## src/rtl/led_sequencer_if.sv

```systemverilog
// Byte command channel into the LED sequencer.
// Valid/ready handshake; a byte moves when both are high on a rising edge.
interface led_sequencer_if;
  logic [7:0] cmd_data;
  logic       cmd_valid;
  logic       cmd_ready;

  modport master (
    output cmd_data,
    output cmd_valid,
    input  cmd_ready
  );

  modport slave (
    input  cmd_data,
    input  cmd_valid,
    output cmd_ready
  );
endinterface

```

## src/rtl/led_sequencer.sv

```systemverilog
// Two-byte command decoder driving static, blink and chase LED patterns.
// A prescaled tick feeds a period counter that advances the pattern.
module led_sequencer #(
  parameter int PRESCALE    = 50000,
  parameter int ARG_TIMEOUT = 255
) (
  input  logic           clk,
  input  logic           rst,
  led_sequencer_if.slave cmd,
  output logic [7:0]     led,
  output logic           cmd_err
);

  localparam int PW = $clog2(PRESCALE);
  localparam int TW = (ARG_TIMEOUT > 1) ? $clog2(ARG_TIMEOUT) : 1;
  localparam logic [PW-1:0] PRE_LAST = PW'(PRESCALE - 1);
  localparam logic [TW-1:0] TO_LAST  = TW'(ARG_TIMEOUT - 1);

  typedef enum logic [1:0] {
    S_IDLE  = 2'd0,
    S_ARG   = 2'd1,
    S_APPLY = 2'd2
  } state_e;

  // Encoding matches the low opcode bits of the mode commands.
  typedef enum logic [1:0] {
    M_STATIC = 2'd1,
    M_BLINK  = 2'd2,
    M_CHASE  = 2'd3
  } mode_e;

  state_e         state_q, state_d;
  mode_e          mode_q, mode_d;
  logic [7:0]     op_q, op_d;
  logic [7:0]     arg_q, arg_d;
  logic [7:0]     pat_q, pat_d;
  logic [7:0]     period_q, period_d;
  logic [7:0]     led_q, led_d;
  logic [7:0]     scnt_q, scnt_d;
  logic [PW-1:0]  presc_q, presc_d;
  logic [TW-1:0]  tcnt_q, tcnt_d;
  logic           phase_q, phase_d;

  logic           ready;
  logic           xfer;
  logic           tick;
  logic           step;
  logic [7:0]     step_last;
  logic           op_mode;
  logic           op_period;
  logic           err;

  assign cmd.cmd_ready = ready;
  assign led           = led_q;
  assign cmd_err       = err;

  // Command FSM, time base and LED pattern update.
  always_comb begin
    state_d  = state_q;
    mode_d   = mode_q;
    op_d     = op_q;
    arg_d    = arg_q;
    pat_d    = pat_q;
    period_d = period_q;
    led_d    = led_q;
    phase_d  = phase_q;
    tcnt_d   = tcnt_q;
    err      = 1'b0;

    ready = (state_q != S_APPLY);
    xfer  = cmd.cmd_valid & ready;

    tick    = (presc_q == PRE_LAST);
    presc_d = tick ? '0 : presc_q + PW'(1);

    step_last = (period_q == 8'd0) ? 8'd0 : period_q - 8'd1;
    step      = tick && (scnt_q == step_last);
    scnt_d    = scnt_q;
    if (tick) begin
      scnt_d = step ? 8'd0 : scnt_q + 8'd1;
    end

    op_mode   = (op_q == 8'h01) || (op_q == 8'h02) ||
                (op_q == 8'h03);
    op_period = (op_q == 8'h04);

    // Pattern advance; APPLY owns the LED register that cycle.
    if (step && state_q != S_APPLY) begin
      case (mode_q)
        M_BLINK: begin
          phase_d = ~phase_q;
          led_d   = phase_q ? 8'h00 : pat_q;
        end
        M_CHASE: led_d = {led_q[6:0], led_q[7]};
        default: ;
      endcase
    end

    case (state_q)
      S_IDLE: begin
        if (xfer) begin
          op_d    = cmd.cmd_data;
          tcnt_d  = '0;
          state_d = S_ARG;
        end
      end
      S_ARG: begin
        if (xfer) begin
          arg_d   = cmd.cmd_data;
          state_d = S_APPLY;
        end else if (tick) begin
          if (tcnt_q == TO_LAST) begin
            err     = 1'b1;
            state_d = S_IDLE;
          end else begin
            tcnt_d = tcnt_q + TW'(1);
          end
        end
      end
      S_APPLY: begin
        state_d = S_IDLE;
        unique case (1'b1)
          op_mode: begin
            mode_d  = mode_e'(op_q[1:0]);
            pat_d   = arg_q;
            led_d   = arg_q;
            presc_d = '0;
            scnt_d  = 8'd0;
            phase_d = 1'b1;
          end
          op_period: begin
            period_d = arg_q;
            scnt_d   = 8'd0;
          end
          default: err = 1'b1;
        endcase
      end
      default: state_d = S_IDLE;
    endcase
  end

  // State registers with synchronous reset.
  always_ff @(posedge clk) begin
    if (rst) begin
      state_q  <= S_IDLE;
      mode_q   <= M_STATIC;
      op_q     <= 8'h00;
      arg_q    <= 8'h00;
      pat_q    <= 8'h00;
      period_q <= 8'd100;
      led_q    <= 8'h00;
      scnt_q   <= 8'd0;
      presc_q  <= '0;
      tcnt_q   <= '0;
      phase_q  <= 1'b1;
    end else begin
      state_q  <= state_d;
      mode_q   <= mode_d;
      op_q     <= op_d;
      arg_q    <= arg_d;
      pat_q    <= pat_d;
      period_q <= period_d;
      led_q    <= led_d;
      scnt_q   <= scnt_d;
      presc_q  <= presc_d;
      tcnt_q   <= tcnt_d;
      phase_q  <= phase_d;
    end
  end

endmodule

```

## src/flat_wrapper.sv

```systemverilog
// flat-port wrapper written by rule: the top's interface ports become plain ports
module led_sequencer_flat 
#(
  parameter int PRESCALE    = 50000,
  parameter int ARG_TIMEOUT = 255
)
  (clk, rst, led, cmd_err, cmd_cmd_data, cmd_cmd_valid, cmd_cmd_ready);
  led_sequencer_if cmd_i ();
  input  logic clk;
  input  logic rst;
  output logic [7:0] led;
  output logic cmd_err;
  input wire logic [$bits(cmd_i.cmd_data)-1:0] cmd_cmd_data;
  input wire logic [$bits(cmd_i.cmd_valid)-1:0] cmd_cmd_valid;
  output wire logic [$bits(cmd_i.cmd_ready)-1:0] cmd_cmd_ready;
  assign cmd_i.cmd_data = cmd_cmd_data;
  assign cmd_i.cmd_valid = cmd_cmd_valid;
  assign cmd_cmd_ready = cmd_i.cmd_ready;
  led_sequencer #(.PRESCALE(PRESCALE), .ARG_TIMEOUT(ARG_TIMEOUT)) u_core (.clk(clk), .rst(rst), .cmd(cmd_i), .led(led), .cmd_err(cmd_err));
endmodule
```

## config.mk

```make
export PLATFORM = sky130hd
export DESIGN_NAME = led_sequencer_flat
export DESIGN_NICKNAME = d
export VERILOG_FILES = /design/src/rtl/led_sequencer_if.sv /design/src/rtl/led_sequencer.sv /design/src/flat_wrapper.sv
export SDC_FILE = /design/constraint.sdc
export NUM_CORES = 1
export LEC_CHECK = 0
export CORE_MARGIN = 2
export CORE_UTILIZATION = 30
export CTS_CLUSTER_DIAMETER = 200
export DETAILED_ROUTE_END_ITERATION = 6
export PLACE_DENSITY = 0.49
export SETUP_SLACK_MARGIN = 0.1
export SYNTH_ARGS = -nofsm -noshare
export SYNTH_HDL_FRONTEND = slang
export SYNTH_SLANG_ARGS = --single-unit
```

## constraint.sdc

```tcl
create_clock -name clk -period 5.2 [get_ports clk]
set_input_delay 1.3 -clock clk [delete_from_list [all_inputs] [get_ports clk]]
set_output_delay 1.3 -clock clk [all_outputs]
set_load 0.005 [all_outputs]
```

# Word-level counts from Yosys, hierarchy flattened
# Cells that the tools add are included.
op_classes:
  add_sub_neg: 4
  n_eq_ne: 18
  muxes: 32
  bitwise: 2
  n_reduce_logical: 14
ops:
  columns: ["op", "n"]
  rows:
  - ["$mux 8", 13]
  - ["$mux 16", 3]
  - ["$pmux 8 s2", 2]
  - ["$add 16x1->16 const B", 1]
  - ["$add 8x1->8 const B", 2]
  - ["$eq 16x16->1 const B", 1]
  - ["$eq 8x2->1 const B", 2]
  - ["$eq 8x1->1 const B", 1]
  - ["$eq 8x3->1 const B", 1]
  - ["$eq 8x8->1", 1]
  - ["$eq 8x8->1 const B", 1]
  - ["$logic_not 8->1", 1]
  - ["$mux 1", 8]
  - ["$mux 2", 4]
  - ["$reduce_and 2->1", 4]
  - ["$sub 8x1->8 const B", 1]
  - ["$eq 2x2->1 const B", 3]
  - ["$ne 2x2->1 const B", 3]
  - ["$ne 3x1->1 const B", 2]
  - ["$reduce_and 5->1", 1]
  - ["$ne 2x1->1 const B", 2]
  - ["$pmux 2 s2", 1]
  - ["$reduce_and 3->1", 1]
  - ["$eq 2x1->1 const B", 1]
  - ["other kinds (8)", 10]
totals:
  register_bits: 77
  inputBits: 11
  output_inout_bits: 10
  elab_cells: 81

# Logic depth before layout (Yosys ltp)
logic_depth:
  word_depth: 8
  depth_mapped: 10
  ltp_nobuf: 8

# Least setup slack after synthesis
# OpenSTA, ideal clock, no wires.
synth_path:
  kind: "input port to output port"
  from: "in cmd_cmd_valid"
  to: "out cmd_err"
  t_arrival_ns: 2.148
  path_slack_ns: 1.752
  path_stages: 6
  path_buffers: 1
  cell_sequence: "nor2b_1 > clkbuf_1 > nand2b_1 > nor2_1 > nand2_1 > a21boi_0"
synth_via:
  elab_chain_len: 3
synth_rtl:
  columns: ["element", "line_no", "source"]
  rows:
  - ["from (decl)", "flat_wrapper.sv:14", "input wire logic [$bits(cmd_i.cmd_valid)-1:0] cmd_cmd_valid;"]
  - ["$and 1x1->1", "led_sequencer.sv:71", "xfer = cmd.cmd_valid & ready;"]
  - ["$mux 1", "led_sequencer.sv:108", "if (xfer) begin"]
  - ["$pmux 1 s2", "led_sequencer.sv:99", "case (state_q)"]
  - ["to (decl)", "flat_wrapper.sv:12", "output logic cmd_err;"]
# No other way between the ends.

# Worst setup path in the final report
# Same ends and word-level chain as after synthesis.

==> results <==
- The number of antenna violations at the first check in global routing came to 0.
- The data required time at the worst endpoint is 3.90 ns.
- The start point of the critical path is cmd_cmd_valid.
- The final count of pins violating max slew came to 0.
- The share of async-settable or async-resettable flops after synthesis is 0%.
- The average instance area after synthesis is 8.45 um^2.
- The capturing point of the worst reg2reg path is u_core.led[7].
- The worst setup slack after layout is just under 1 ns.
- For this block, the initial DRC count from the detailed router was 231.
- At the placement stage, the worst setup path has a slack of 0.960 ns.
- The detailed placer's ending HPWL is between 6 and 7 mm.
- The final core utilization is between 30% and 40%.
- The flip-flop cell with the highest count after synthesis is dfxtp_1.
- The routed design has approximately 9.0 mm of wire.
- The pin count of the biggest net entering global routing is 42.
- The number of antenna diodes in the final layout is 0.
- The DRC violations left is 0.
- After synthesis, flip-flops and latches occupy 38.7% of the total area.
- The synthesized design devotes to its leading area cell type approximately two fifths of total area.
- The top cell type by total area after synthesis is dfxtp_1.
- After detailed routing, the number of vias per cell comes to a little under 5.
- The endpoint arrival time on the critical path is 2.94 ns.
- The floorplan has 42 rows.
- The total power per unit cell area is 288 nW/um^2.
- After synthesis, the cell types taking the most area are dfxtp_1 39%, nor2_1 6.2%, nand2_1 5.6%, mux2i_1 3.8%, xor2_1 3.5%.
- The startpoint identified for the worst register-to-register timing path is u_core.period_q[0].
- Derived from the worst setup path, the maximum achievable clock frequency is 0.236 GHz.
- The count of nets left with antenna violations once routing finished came out at 0.
- Counting every net in the synthesized netlist gives 491.
- The placeable core area is roughly 13000 um^2.
- The total CTS buffers is 9.
- Clock tree synthesis found a total of 77 sinks.
- The cell area reported after detailed placement is 4300 um^2.
- The filler cells instantiated in the layout total around 1400.
- The tree is rooted in a clkbuf_16.
- Once the floorplan was initialized, standard cells occupied between 30% and 40% of the core.
- After routing, the total negative slack on setup checks comes to 0 ns.
- The fraction of final layout cells with drive strength greater than 1 is 8.21%.
- The transition time at the pin with the least slew margin is between 0.7 and 0.8 ns.
- The max-slew headroom at the worst pin is approximately 47%.
- Setup repair after global routing left no endpoint under its margin.
- The max capacitance violation total is 0.
- The run finished with clean final reports.
- In this run the deepest clock path goes through 2 buffers.
- The area of the die is 14200 um^2.
- The number of setup buffers added after CTS is 0.
- The final-report hold violation count is 0.
- The mapped netlist covers 3990 um^2.
- In the layout the commonest cells are 77 x dfxtp_1, 66 x nor2_1, 59 x nand2_1.
- The chip width is between 100 and 150 um.
- The reg2reg setup slack is 2.03 ns.
- Setup violations remaining at the end of the flow were counted as 0.
- After detailed routing, the average wire length per cell comes to 13.6 um.
- From bottom edge to top edge, the die measures 119 um.
- The first global-routing pass estimated 15.2 mm of wire.
- The worst setup path is launched from an input pin.
- The H-tree was split into 3 levels.
- The total routing usage reported by global routing is 13.4%.
- In this run the count of I/O pins placed on the die edge is 21.
- The total global routing overflow is 0.
- The most common cell after layout, fill and taps aside is dfxtp_1.
- The number of input and output port buffers inserted is 20.
- The finished cells cover 4610 um^2.
- Across the routed clock network, the largest skew measured is a little under 0.01 ns.
- In the final design database the tool counted 501 nets.
- The via count of the first global-routing pass is 2987.
- At the later pin of the worst-skew pair, clock insertion delay measures 0.34 ns.
- Synthesis handed over a netlist of 472 instances.
- TritonCTS built the clock tree.
- The vias after detailed routing is 3289.
- From synthesis to final layout, the design area changed by 15.7%.
- The warning count from the yosys run is 0.
- The post-cts sizing count is 0.
- Counting flops and latches in the post-synthesis netlist gives 77.
- The tightest min-delay check is of the flip-flop to flip-flop type.
- The shortest period the worst path allows is roughly 4.2 ns.
- Hold timing on the final database bottoms out at a slack of 0.441 ns.
- After clock tree synthesis, the clock-pin slew on the worst setup and hold paths is 0.05 ns.
- The worst-case IR drop observed on VDD is 0.000129 V.
- The distinct cell type count after synthesis is 61.
- The leakage power summed over all cells is between 1.5 and 2 nW.
- The final worst-path cycle share is 81.5%.
- The length of the first detailed-routing pass in iterations is 5.
- The kind of critical path is input pin to output port.
- The worst register-to-register path has a depth of 9.
- The category of the worst setup path capture point is an output port.
- The placer congestion estimate is 0.741.
- Along the worst path, the maximum fanout reaches 2.
- In this run the worst setup path terminates at cmd_err.
- The post-cts hold buffer count is 0.
- The number of flops mapped to enable cells by yosys is 0.
## power breakdown
group	leakage (nW)	switching (mW)	total, mW	internal [mW]
clock network	0.148	0.256	0.647	0.391
registers	0.623	0.00947	0.610	0.600
logic	0.919	0.0437	0.0709	0.0272
total	1.69	0.310	1.33	1.02
## cells by family (layout without fill, tap and decap cells)
family,after synthesis,in the layout,share of synthesized area (%)
DFF,77,77,38.7
adders and majority gates,8,8,2.51
buffers and inverters,41,56,4.83
and+or+nand+nor,219,219,28.6
AOI/OAI and AO/OA,83,83,15.3
muxes,15,15,3.77
xor gates and xnor gates,29,29,6.37
## stage by stage
step,power [mW],std cells
after floorplan,0.670,472
after global placement,0.695,647
after detailed placement,0.695,647
after CTS,1.35,663
after global routing,1.39,663
final,1.33,663
## registers in the layout, summed over array words and instances, names as in the netlist
signal,count
u_core.presc_q,16
u_core.arg_q,8
u_core.led,8
u_core.op_q,8
u_core.pat_q,8
u_core.period_q,8
u_core.scnt_q,8
u_core.tcnt_q,8
u_core.mode_q,2
u_core.state_q,2
u_core.phase_q,1
## layer usage
layer	share of wire [%]	up-vias	global-route usage, %
met5	0	-	0
met4	1.3	0	3.72
met3	4.2	9	4.02
met2	47	74	20.6
met1	48	1533	18.2
li1	-	1673	-
## worst min-delay path by stage
stage | from | end | slack [ns] | depth (start not counted)
after CTS | u_core.presc_q[0] | u_core.presc_q[0] | 0.45 | 1
after global placement | u_core.presc_q[0] | u_core.presc_q[0] | 0.43 | 1
after detailed placement | u_core.presc_q[0] | u_core.presc_q[0] | 0.43 | 1
final | u_core.presc_q[0] | u_core.presc_q[0] | 0.44 | 1
after floorplan | u_core.presc_q[0] | u_core.presc_q[0] | 0.41 | 1
after global routing | u_core.op_q[4] | u_core.op_q[4] | 0.48 | 2
## worst max-delay path, stage by stage
cell,delay (ns)
clkdlybuf4s50_1,0.41
nor2b_1,0.14
nand2b_1,0.19
nor2_1,0.13
nand2_1,0.06
a21boi_0,0.19
clkdlybuf4s50_1,0.53
## cells in the mapped netlist, types with 7 or more instances
master    instances
a21oi_1          23
nand2b_1         13
nand2_1          59
xnor2_1          13
o21ai_0          13
nor2_1           66
and3_1            8
inv_1            16
o211ai_2          9
nand3_1          25
o211ai_1         10
nor3_1            8
clkbuf_1         12
mux2i_1          15
xor2_1           16
dfxtp_1          77
ha_1              8
nand4_1           7
## area by class of cell
cell class              instances  area (um^2)  share of cell area, %
well taps                     176          220                   4.77
clock buffers                  11          243                   5.26
repair buffers                 24          230                   4.99
clock inverters                 5         66.3                   1.44
inverters                      16         60.1                   1.30
multi-input cells             354         2250                   48.8
flip-flops and latches         77         1540                   33.4
No activity file was read; power rests on OpenSTA's default activity.
